## config.mk

```make
export PLATFORM = sky130hd
export DESIGN_NAME = fakeram_dp_arbiter
export DESIGN_NICKNAME = d
export VERILOG_FILES = /design/src/rtl/fakeram_arb_pkg.sv /design/src/rtl/fakeram_rr_pick.sv /design/src/rtl/fakeram_dp_arbiter.sv
export SDC_FILE = /design/constraint.sdc
export NUM_CORES = 1
export LEC_CHECK = 0
export CELL_PAD_IN_SITES_DETAIL_PLACEMENT = 1
export CELL_PAD_IN_SITES_GLOBAL_PLACEMENT = 1
export CORE_MARGIN = 5
export CORE_UTILIZATION = 22
export CTS_CLUSTER_SIZE = 24
export DETAILED_ROUTE_END_ITERATION = 12
export PLACE_DENSITY = 0.75
export SLEW_MARGIN = 20
export SYNTH_ARGS = -nofsm -noshare
export SYNTH_HDL_FRONTEND = slang
export SYNTH_HIERARCHICAL = 1
export SYNTH_SLANG_ARGS = --single-unit
```

## constraint.sdc

```tcl
create_clock -name clk -period 7.1 [get_ports clk]
set_clock_uncertainty 0.2 [all_clocks]
set_input_delay 1.42 -clock clk [delete_from_list [all_inputs] [get_ports clk]]
set_output_delay 1.42 -clock clk [all_outputs]
set_load 0.01 [all_outputs]
```

## src/rtl/fakeram_arb_pkg.sv

```systemverilog
// fakeram_arb_pkg
//   Shared types and helpers for the dual-port fakeram arbiter.
//   - state_t     : INIT (zero-fill) / RUN (admit traffic)
//   - port_tag_t  : per-RAM-port response tag {valid, requester index, we}
//   - rr_pick     : cyclic first-valid search from a one-hot pointer,
//                   skipping excluded requesters; returns {found, index}
package fakeram_arb_pkg;

  localparam int unsigned MAX_NREQ = 8;
  localparam int unsigned IDX_W    = 3;

  typedef enum logic {
    INIT,
    RUN
  } state_t;

  typedef struct packed {
    logic             valid;
    logic [IDX_W-1:0] idx;
    logic             we;
  } port_tag_t;

  // Only the low n bits of each mask are meaningful; the search wraps at n.
  function automatic logic [IDX_W:0] rr_pick(
    input logic [MAX_NREQ-1:0] valid,
    input logic [MAX_NREQ-1:0] ptr,
    input logic [MAX_NREQ-1:0] excl,
    input int unsigned         n
  );
    logic [IDX_W-1:0] start;
    logic [IDX_W-1:0] j;
    logic [IDX_W-1:0] win_idx;
    logic             found;
    start   = '0;
    j       = '0;
    win_idx = '0;
    found   = 1'b0;
    for (int unsigned i = 0; i < MAX_NREQ; i++) begin
      if (i < n && ptr[IDX_W'(i)]) start = IDX_W'(i);
    end
    for (int unsigned k = 0; k < MAX_NREQ; k++) begin
      if (k < n) begin
        j = IDX_W'((32'(start) + k) % n);
        if (!found && valid[j] && !excl[j]) begin
          found   = 1'b1;
          win_idx = j;
        end
      end
    end
    return {found, win_idx};
  endfunction

endpackage

```

## src/rtl/fakeram_rr_pick.sv

```systemverilog
// fakeram_rr_pick
//   Combinational round-robin picker: one-hot winner among valid requesters,
//   searching cyclically from the one-hot pointer and skipping excluded ones.
//   Ports:
//     valid  [NREQ] requesters eligible this cycle
//     ptr    [NREQ] one-hot search start
//     excl   [NREQ] requesters that may not win
//     winner [NREQ] one-hot winner, all zero when nobody qualifies
module fakeram_rr_pick
  import fakeram_arb_pkg::*;
#(
  parameter int unsigned NREQ = 4
) (
  input  logic [NREQ-1:0] valid,
  input  logic [NREQ-1:0] ptr,
  input  logic [NREQ-1:0] excl,
  output logic [NREQ-1:0] winner
);

  logic [MAX_NREQ-1:0] valid_w;
  logic [MAX_NREQ-1:0] ptr_w;
  logic [MAX_NREQ-1:0] excl_w;
  logic [IDX_W:0]      pick;

  always_comb begin
    valid_w = '0;
    ptr_w   = '0;
    excl_w  = '0;
    valid_w[NREQ-1:0] = valid;
    ptr_w[NREQ-1:0]   = ptr;
    excl_w[NREQ-1:0]  = excl;
    pick   = rr_pick(valid_w, ptr_w, excl_w, NREQ);
    winner = '0;
    for (int unsigned k = 0; k < NREQ; k++) begin
      if (pick[IDX_W] && pick[IDX_W-1:0] == IDX_W'(k)) winner[k] = 1'b1;
    end
  end

endmodule

```

## src/rtl/fakeram_dp_arbiter.sv

```systemverilog
// fakeram_dp_arbiter
//   Shares both ports of a dual-port fakeram macro among NREQ requesters with
//   round-robin arbitration (up to two grants per cycle, one per port). After
//   reset or a clear_in pulse the whole array is zero-filled two words per
//   cycle before traffic is admitted. Read data returns one cycle after grant.
//   Option: define FAKERAM_ARB_COLLISION_EN to withhold the port-1 grant when
//   both winners hit the same address and either one writes.
//   Ports:
//     clk, rst_n                 clock, async active-low reset
//     clear_in                   restart zero-fill (honoured in RUN only)
//     init_done_out              high in RUN
//     req_valid/ready/we         per-requester handshake and write flag
//     req_addr_in, req_wd_in     packed per-requester address / write data
//     rsp_valid_out, rsp_rd_out  per-requester response strobe / read data
//     rw0_*, rw1_*               macro port 0 / port 1 drive and read data
module fakeram_dp_arbiter
  import fakeram_arb_pkg::*;
#(
  parameter int unsigned NREQ       = 4,
  parameter int unsigned BITS       = 16,
  parameter int unsigned WORD_DEPTH = 4096,
  parameter int unsigned ADDR_WIDTH = 12
) (
  input  logic                       clk,
  input  logic                       rst_n,
  input  logic                       clear_in,
  output logic                       init_done_out,
  input  logic [NREQ-1:0]            req_valid_in,
  output logic [NREQ-1:0]            req_ready_out,
  input  logic [NREQ-1:0]            req_we_in,
  input  logic [NREQ*ADDR_WIDTH-1:0] req_addr_in,
  input  logic [NREQ*BITS-1:0]       req_wd_in,
  output logic [NREQ-1:0]            rsp_valid_out,
  output logic [NREQ*BITS-1:0]       rsp_rd_out,
  output logic                       rw0_ce_out,
  output logic                       rw0_we_out,
  output logic [ADDR_WIDTH-1:0]      rw0_addr_out,
  output logic [BITS-1:0]            rw0_wd_out,
  input  logic [BITS-1:0]            rw0_rd_in,
  output logic                       rw1_ce_out,
  output logic                       rw1_we_out,
  output logic [ADDR_WIDTH-1:0]      rw1_addr_out,
  output logic [BITS-1:0]            rw1_wd_out,
  input  logic [BITS-1:0]            rw1_rd_in
);

  localparam int unsigned CW = (WORD_DEPTH > 2) ? $clog2(WORD_DEPTH / 2) : 1;

  state_t          state_q, state_d;
  logic [CW-1:0]   fill_q, fill_d;
  logic [NREQ-1:0] ptr_q, ptr_d;
  port_tag_t       tag0_q, tag1_q;

  logic [NREQ-1:0] eligible, no_excl, ptr1;
  logic [NREQ-1:0] gnt0, gnt1_raw, gnt1;
  logic [IDX_W-1:0] idx0, idx1;
  logic            we0, we1;
  logic [ADDR_WIDTH-1:0] addr0, addr1;
  logic [BITS-1:0] wd0, wd1;
  logic            fill_last;

  // No grants outside RUN, nor in the cycle a clear is requested.
  assign eligible  = (state_q == RUN && !clear_in) ? req_valid_in : '0;
  assign no_excl   = '0;
  // Port 1 searches from the requester just after the port-0 winner.
  assign ptr1      = {gnt0[NREQ-2:0], gnt0[NREQ-1]};
  assign fill_last = (fill_q == CW'(WORD_DEPTH / 2 - 1));

  fakeram_rr_pick #(.NREQ(NREQ)) u_pick0 (
    .valid  (eligible),
    .ptr    (ptr_q),
    .excl   (no_excl),
    .winner (gnt0)
  );

  fakeram_rr_pick #(.NREQ(NREQ)) u_pick1 (
    .valid  (eligible),
    .ptr    (ptr1),
    .excl   (gnt0),
    .winner (gnt1_raw)
  );

  always_comb begin
    idx0  = '0;
    we0   = 1'b0;
    addr0 = '0;
    wd0   = '0;
    idx1  = '0;
    we1   = 1'b0;
    addr1 = '0;
    wd1   = '0;
    for (int unsigned k = 0; k < NREQ; k++) begin
      if (gnt0[k]) begin
        idx0  = IDX_W'(k);
        we0   = req_we_in[k];
        addr0 = req_addr_in[k*ADDR_WIDTH +: ADDR_WIDTH];
        wd0   = req_wd_in[k*BITS +: BITS];
      end
      if (gnt1_raw[k]) begin
        idx1  = IDX_W'(k);
        we1   = req_we_in[k];
        addr1 = req_addr_in[k*ADDR_WIDTH +: ADDR_WIDTH];
        wd1   = req_wd_in[k*BITS +: BITS];
      end
    end
  end

`ifdef FAKERAM_ARB_COLLISION_EN
  logic clash;
  assign clash = (|gnt1_raw) && (addr0 == addr1) && (we0 || we1);
  assign gnt1  = clash ? '0 : gnt1_raw;
`else
  assign gnt1  = gnt1_raw;
`endif

  assign req_ready_out = gnt0 | gnt1;
  assign init_done_out = (state_q == RUN);

  // Pointer moves one past the last requester actually granted.
  always_comb begin
    ptr_d = ptr_q;
    if (|gnt1)      ptr_d = {gnt1[NREQ-2:0], gnt1[NREQ-1]};
    else if (|gnt0) ptr_d = {gnt0[NREQ-2:0], gnt0[NREQ-1]};
  end

  always_comb begin
    state_d = state_q;
    fill_d  = fill_q;
    case (state_q)
      INIT: begin
        fill_d = fill_q + CW'(1);
        if (fill_last) begin
          state_d = RUN;
          fill_d  = '0;
        end
      end
      RUN: begin
        if (clear_in) begin
          state_d = INIT;
          fill_d  = '0;
        end
      end
      default: begin
        state_d = INIT;
        fill_d  = '0;
      end
    endcase
  end

  // Macro drive is combinational so read data lands one edge after grant;
  // it is forced idle while reset is held (state alone would show a fill).
  always_comb begin
    rw0_ce_out   = 1'b0;
    rw0_we_out   = 1'b0;
    rw0_addr_out = '0;
    rw0_wd_out   = '0;
    rw1_ce_out   = 1'b0;
    rw1_we_out   = 1'b0;
    rw1_addr_out = '0;
    rw1_wd_out   = '0;
    if (rst_n) begin
      if (state_q == INIT) begin
        rw0_ce_out   = 1'b1;
        rw0_we_out   = 1'b1;
        rw0_addr_out = ADDR_WIDTH'({fill_q, 1'b0});
        rw1_ce_out   = 1'b1;
        rw1_we_out   = 1'b1;
        rw1_addr_out = ADDR_WIDTH'({fill_q, 1'b1});
      end else begin
        if (|gnt0) begin
          rw0_ce_out   = 1'b1;
          rw0_we_out   = we0;
          rw0_addr_out = addr0;
          rw0_wd_out   = wd0;
        end
        if (|gnt1) begin
          rw1_ce_out   = 1'b1;
          rw1_we_out   = we1;
          rw1_addr_out = addr1;
          rw1_wd_out   = wd1;
        end
      end
    end
  end

  always_comb begin
    rsp_valid_out = '0;
    rsp_rd_out    = '0;
    for (int unsigned k = 0; k < NREQ; k++) begin
      if (tag0_q.valid && tag0_q.idx == IDX_W'(k)) begin
        rsp_valid_out[k] = 1'b1;
        if (!tag0_q.we) rsp_rd_out[k*BITS +: BITS] = rw0_rd_in;
      end
      if (tag1_q.valid && tag1_q.idx == IDX_W'(k)) begin
        rsp_valid_out[k] = 1'b1;
        if (!tag1_q.we) rsp_rd_out[k*BITS +: BITS] = rw1_rd_in;
      end
    end
  end

  always_ff @(posedge clk or negedge rst_n) begin
    if (!rst_n) begin
      state_q <= INIT;
      fill_q  <= '0;
      ptr_q   <= NREQ'(1);
      tag0_q  <= '0;
      tag1_q  <= '0;
    end else begin
      state_q <= state_d;
      fill_q  <= fill_d;
      ptr_q   <= ptr_d;
      tag0_q  <= '{valid: |gnt0, idx: idx0, we: we0};
      tag1_q  <= '{valid: |gnt1, idx: idx1, we: we1};
    end
  end

endmodule

```

==> run_results.csv, run 1 <==
group,metric,value,unit
status,outcome,"complete, but fails checks",
status,violations,"setup timing",
global_routing,overflow,0,
logic_synthesis,synth_area_per_cell,7.583,um^2
place,post-place-ws,-761.5,ps
global_routing,grt_pass1_vias,6456,
critical_path,critical_path_required,5480,ps
logic_synthesis,synthCells,544,
final_layout,regArea,575.6,um^2
min_path,hp-start,"fill_q[7]",
sta,setup_viol,2,
detailed_routing,drtPass1Iterations,4,
sta,relSlewSlack,31.50,%
final_layout,fillers,2234,
clocking,ctsHoldBuffers,0,
detailed_routing,ant_nets,0,
global_routing,antenna_found_initial,0,
min_path,hold_path.class,"reg -> reg",
critical_path,critPathCaptureType,"output port",
detailed_routing,drt-initial-drc-count,180,
detailed_routing,wirelength,24830,um
place,routabilityCongestion,0.8377,
final_layout,utilization,44.01,%
global_routing,grt_pass1_wl,37310,um
detailed_routing,wire_per_inst,22.41,um
sta,fin_crit_sh,100.2,%
die,die_area,21590,um^2
die,die_w,146.9,um
place,port_buffers,287,
die,die_h,146.9,um
critical_path,path_class,"in -> out",
detailed_routing,vias_per_cell,5.624,
sta,period_needed,7111,ps
clocking,cts_tree,"done",
detailed_routing,drc_errors,0,
sta,worst_slew_pin_slew,1020,ps
detailed_routing,vias,6231,
power_and_ir_drop,total_power,1.670,mW
critical_path,r2r-start,"init_done_out",
global_routing,grt_usage,20.99,%
power_and_ir_drop,power_leakage,3.278,nW
clocking,clock_path_buffers,2,
die,rows,50,
critical_path,cp-startpoint,"req_valid_in[1]",
final_layout,multiInputGateArea,3526,um^2
logic_synthesis,ys_warn_count,6,
sta,finalHoldViolCount,0,
critical_path,critPathMostFrequentCell,"buf_4",
final_layout,fin_nets,1031,
clocking,clk_pin_slew,70,ps
clocking,clock_latency,270,ps
critical_path,crit_chain,"clkdlybuf4s50_1, and2_4, nand2b_4, or3_1, a211o_1, nand3_2, nor3b_4, and2b_2, buf_4, nor3_2, o21ai_2, o211ai_2, buf_4, nor3_4, nor2b_2, buf_4, buf_12, a221oi_1, nor3_1, o21a_1, dlygate4sd2_1",
critical_path,crit_fanout,22,
final_layout,drive_above_1_share,19.79,%
place,hpwl,19320,um
sta,setup_ws,-10.86,ps
clocking,cts_sinks,23,
clocking,h-tree-depth,1,
final_layout,syn2layout_area_growth,98.24,%
sta,grt_setup_unrepaired,"yes",
die,coreArea,18580,um^2
run,drv_cap,0,
sta,slew_violations,0,
logic_synthesis,netlist_area,4125,um^2
power_and_ir_drop,vdd_drop_max,0.0001099,V
global_routing,grt_max_degree,30,
critical_path,crit_arrival,5490,ps
critical_path,path_buf_inv,6,
critical_path,crit_slowest_cell,"clkdlybuf4s50_1",
power_and_ir_drop,power_density,204.2,nW/um^2
clocking,numCtsBuffers,3,
die,ios,288,
critical_path,max_stage_delay,460,ps
sta,max_freq,140.6,MHz
critical_path,start_kind,"input port",
final_layout,antennaDiodeCount,0,
die,initial_core_util,22.20,%
critical_path,critPathTopFamily,"simple AND/OR/NAND/NOR gates",
clocking,cts_root_buffer,"clkbuf_16",
==> state kept, by name, summed over array words and instances (netlist names) <==
register and cells:
ptr_q 3, fill_q 11, tag0_q 4, init_done_out 1
tag1_q 4
==> stage by stage <==
step | cells | instance area, um^2 | hold WS (ps) | setup TNS (ps)
floorplan | 550 | 4154 | 322.6 | 0
global placement | 1094 | 7762 | 353.8 | -14270
detailed placement | 1094 | 7762 | 374.2 | -18260
CTS | 1099 | 7876 | 395.9 | -2559
global route | 1108 | 8178 | 411.5 | -1733
finish | 1108 | 8178 | 390.8 | -12.43
==> what timing repair did <==
action | in CTS | in global routing
pin swaps | 3 | 18
setup endpoints to repair | 37 | 32
buffers inserted | 1 | 9
resized for setup | 24 | 69
==> cell usage in the layout (no fill, tap or decap), types with 4 or more instances in the layout <==
master           instances
buf_12                  10
a22o_1                  65
inv_1                   12
buf_4                   69
clkdlybuf4s50_1        254
nor2b_1                 23
o31ai_1                  6
conb_1                   7
nor3_1                  47
a221oi_1                44
or3_1                    4
dlygate4sd2_1            9
a221oi_2                13
dlymetal6s2s_1          17
a21oi_1                 10
nor2_1                  18
nor3_4                   7
o31a_1                  12
nand2b_1                 8
buf_6                    5
nor3_2                   5
o21a_1                  11
nand2_1                 27
o21ai_0                  6
nand3_1                  6
dfrtp_1                 23
xnor2_1                  6
clkbuf_2                 5
nor2b_2                  5
o22ai_1                 62
==> power breakdown <==
part / switching, mW / total (mW) / internal, mW / leakage, nW
logic: 0.635 / 1.28 / 0.647 / 2.95
registers: 0.0811 / 0.258 / 0.177 / 0.290
clock network: 0.0532 / 0.130 / 0.0766 / 0.0371
==> worst register-to-register path, delay by kind of cell, from the launching register on <==
kind                   cells  cell delay [ps]
and+or+nand+nor            8             1250
buffers and inverters      8             1060
AOI/OAI and AO/OA          5              990
DFF                        1              390
muxes                      1              260
==> layout make-up <==
class,instances,area share (%)
clock inverter,1,0.09180
sequential,23,7.038
multi-input combinational,461,43.12
tap,234,3.580
clock buffer,3,0.9180
inverter,16,0.7650
timing repair buffer,370,44.49
==> worst paths after layout <==
path | cells past startpoint | slack (ps) | to
min in group asynchronous | 1 | 810 | fill_q[8]
worst min register to register | 2 | 390 | fill_q[7]
worst min-delay path | 2 | 390 | fill_q[7]
worst max-delay path | 21 | -10 | rw1_addr_out[10]
max in group asynchronous | 2 | 5160 | ptr_q[2]
worst max register to register | 22 | 2830 | tag1_q[0]
==> layer usage <==
layer | routed length, um | share of wire (%) | GRT usage (%) | vias up
met5 | 0 | 0 | 0 | -
li1 | - | - | - | 2863
met1 | 10180 | 41 | 25.47 | 3048
met2 | 12440 | 50 | 38.58 | 281
met4 | 538 | 2.2 | 3.914 | 0
met3 | 1676 | 6.8 | 4.226 | 39
No activity file was read; power rests on OpenSTA's default activity.
==> run 2: changes to the inputs <==
Settings changed: CORE_UTILIZATION 22 to 24, PLACE_DENSITY 0.75 to 0.78.
Clock period 7.1 ns to 7 ns, I/O delays scaled along.
==> run_results.csv, run 2 (same netlist as run 1, synthesis figures left out) <==
group,metric,value,unit
final_layout,syn2layout_area_growth,101.3,%
critical_path,crit_fanout,5,
sta,whs,392.1,ps
global_routing,antenna_found_initial,1,
final_layout,top_register,"fill_q",
die,rows,48,
sta,finalHoldViolCount,0,
detailed_routing,wire_per_inst,23.50,um
detailed_routing,drt-initial-drc-count,277,
critical_path,rrSetupSlack,2570,ps
clocking,numCtsBuffers,3,
global_routing,use_met3,4.410,%
run,drv_cap,0,
global_routing,met2_usage,43.47,%
die,coreArea,17060,um^2
place,routabilityCongestion,0.9237,
detailed_routing,drc_errors,0,
sta,max_freq,142.8,MHz
critical_path,critPathCaptureType,"output port",
die,ios,288,
clocking,cts_root_buffer,"clkbuf_16",
power_and_ir_drop,share_comb_of_total_power,77.2,%
die,die_h,141.1,um
final_layout,final_cells,1115,
sta,setup_viol,2,
critical_path,reg2reg_depth,22,
place,hpwl,19080,um
place,dp_cells,1083,
die,die_area,19910,um^2
final_layout,biggestRegsByFlops,"fill_q (11), tag0_q (4), tag1_q (4)",
detailed_routing,wirelength,26200,um
final_layout,final_common_cell,"clkdlybuf4s50_1",
clocking,cts_sinks,23,
sta,period_needed,7003,ps
global_routing,overflow,0,
place,post-place-ws,-776.7,ps
sta,worst_slew_pin_slew,940.3,ps
die,initial_core_util,24.19,%
clocking,clock_path_buffers,2,
clocking,ctsHoldBuffers,0,
critical_path,worstReg2RegEnd,"tag1_q[0]",
final_layout,mostFrequentLayoutCells,"250 x clkdlybuf4s50_1, 70 x buf_4, 65 x a22o_1, 62 x o22ai_1, 47 x a221oi_1",
final_layout,fin_nets,1046,
detailed_routing,vias,6379,
sta,fin_crit_sh,100.0,%
critical_path,r2r-start,"init_done_out",
global_routing,grt_pass1_vias,6624,
critical_path,path_class,"in -> out",
die,die_w,141.1,um
power_and_ir_drop,swShare,46.89,%
power_and_ir_drop,p_int,0.9136,mW
clocking,clk_pin_slew,70,ps
sta,relSlewSlack,36.84,%
power_and_ir_drop,p_sw,0.8067,mW
clocking,clock_latency,260,ps
detailed_routing,vias_per_cell,5.721,
global_routing,grt_usage,23.63,%
sta,slew_violations,0,
sta,setup_ws,-2.880,ps
global_routing,met1_usage,28.19,%
final_layout,fillers,2022,
status,outcome,"complete, but fails checks",
min_path,hold_path.class,"reg -> reg",
critical_path,start_kind,"input port",
power_and_ir_drop,power_density,207.2,nW/um^2
critical_path,critical_path_required,5400,ps
global_routing,grt_pass1_wl,37960,um
power_and_ir_drop,vdd_drop_max,0.0001232,V
global_routing,grt_max_degree,39,
critical_path,cp-endpoint,"rw1_ce_out",
global_routing,grt_most_used_layer,"met2",
detailed_routing,ant_nets,0,
power_and_ir_drop,pwr-share-seq,15.3,%
status,violations,"setup timing",
clocking,h-tree-depth,1,
power_and_ir_drop,p_clk_share,7.5,%
final_layout,drive_above_1_share,24.52,%
critical_path,crit_arrival,5400,ps
clocking,cts_tree,"done",
detailed_routing,drtPass1Iterations,6,
power_and_ir_drop,total_power,1.720,mW
place,port_buffers,287,
critical_path,cp-startpoint,"clear_in",
power_and_ir_drop,power_leakage,3.154,nW
final_layout,largest_reg_flops,11,
## run 2: cell count changes in the layout (fill, tap and decap cells not counted), sizes merged
| cell | delta |
|---|---|
| clkinv | +1 |
| diode | +1 |
| dlymetal6s2s | -13 |
| clkdlybuf4s50 | -4 |
| clkdlybuf4s15 | +1 |
| buf | +27 |
| clkinvlp | -1 |
| dlygate4sd2 | -7 |
| clkbuf | +11 |
## run 2: worst max-delay path: stages
cell,delay (ps)
buf_6,100
nor2_4,160
and2_4,200
nand2b_4,60
or3_1,310
a211o_1,320
nand3_2,120
nor3b_4,300
buf_6,170
or2_4,150
a21oi_1,80
o211ai_1,340
o211ai_4,160
buf_6,160
nor2b_4,150
or4_4,580
o21ai_4,170
buf_6,120
buf_12,90
inv_2,30
clkdlybuf4s15_1,220
## run 2: worst min-delay path by stage
stage | start | end | slack [ps] | cells past startpoint
global route | fill_q[1] | fill_q[1] | 400 | 1
detailed placement | fill_q[9] | fill_q[9] | 370 | 1
finish | fill_q[1] | fill_q[1] | 390 | 1
CTS | fill_q[9] | fill_q[9] | 380 | 1
floorplan | fill_q[1] | fill_q[1] | 320 | 1
global placement | fill_q[1] | fill_q[1] | 360 | 1
## run 2: cell type report
class	instances	area [um^2]	share of cell area [%]
Timing Repair Buffer	385	3686	44.39
Multi-Input combinational cell	461	3616	43.54
Sequential cell	23	575.6	6.931
Tap cell	225	281.5	3.390
Clock buffer	3	75.07	0.9040
Inverter	16	62.56	0.7534
Clock inverter	1	5.005	0.06027
Antenna cell	1	2.502	0.03013
## run 2: repair_timing
action,in CTS,in global routing
hold endpoints to repair,0,0
gates cloned,1,1
setup buffers,11,16
pin swaps,9,26
endpoints found under the setup margin,33,33
resized for setup,115,91
## run 2: per-layer routing
metal | vias to the layer above | part of all wire [%] | wire length [um]
met4 | 0 | 3.0 | 775
met5 | - | 0 | 0
met2 | 308 | 50 | 13230
li1 | 2905 | - | -
met3 | 56 | 7.5 | 1963
met1 | 3110 | 39 | 10240
## run 2: power groups by stage
stage / Sequential (mW) / Combinational, mW / Clock [mW]
3_5_place_dp: 0.262 / 1.21 / 0
4_1_cts: 0.261 / 1.29 / 0.130
2_1_floorplan: 0.231 / 0.657 / 0
3_3_place_gp: 0.262 / 1.20 / 0
6_report: 0.264 / 1.33 / 0.129
5_1_grt: 0.274 / 1.42 / 0.136
## run 2: stage by stage
step / TNS, ps / utilization, % / cell area (um^2)
after detailed placement: -20950 / 45.30 / 7726
after CTS: -447.1 / 47.36 / 8078
after global placement: -16790 / 45.30 / 7726
final: -4.347 / 48.69 / 8304
after global routing: -2195 / 48.69 / 8304
after floorplan: 0 / - / 4154
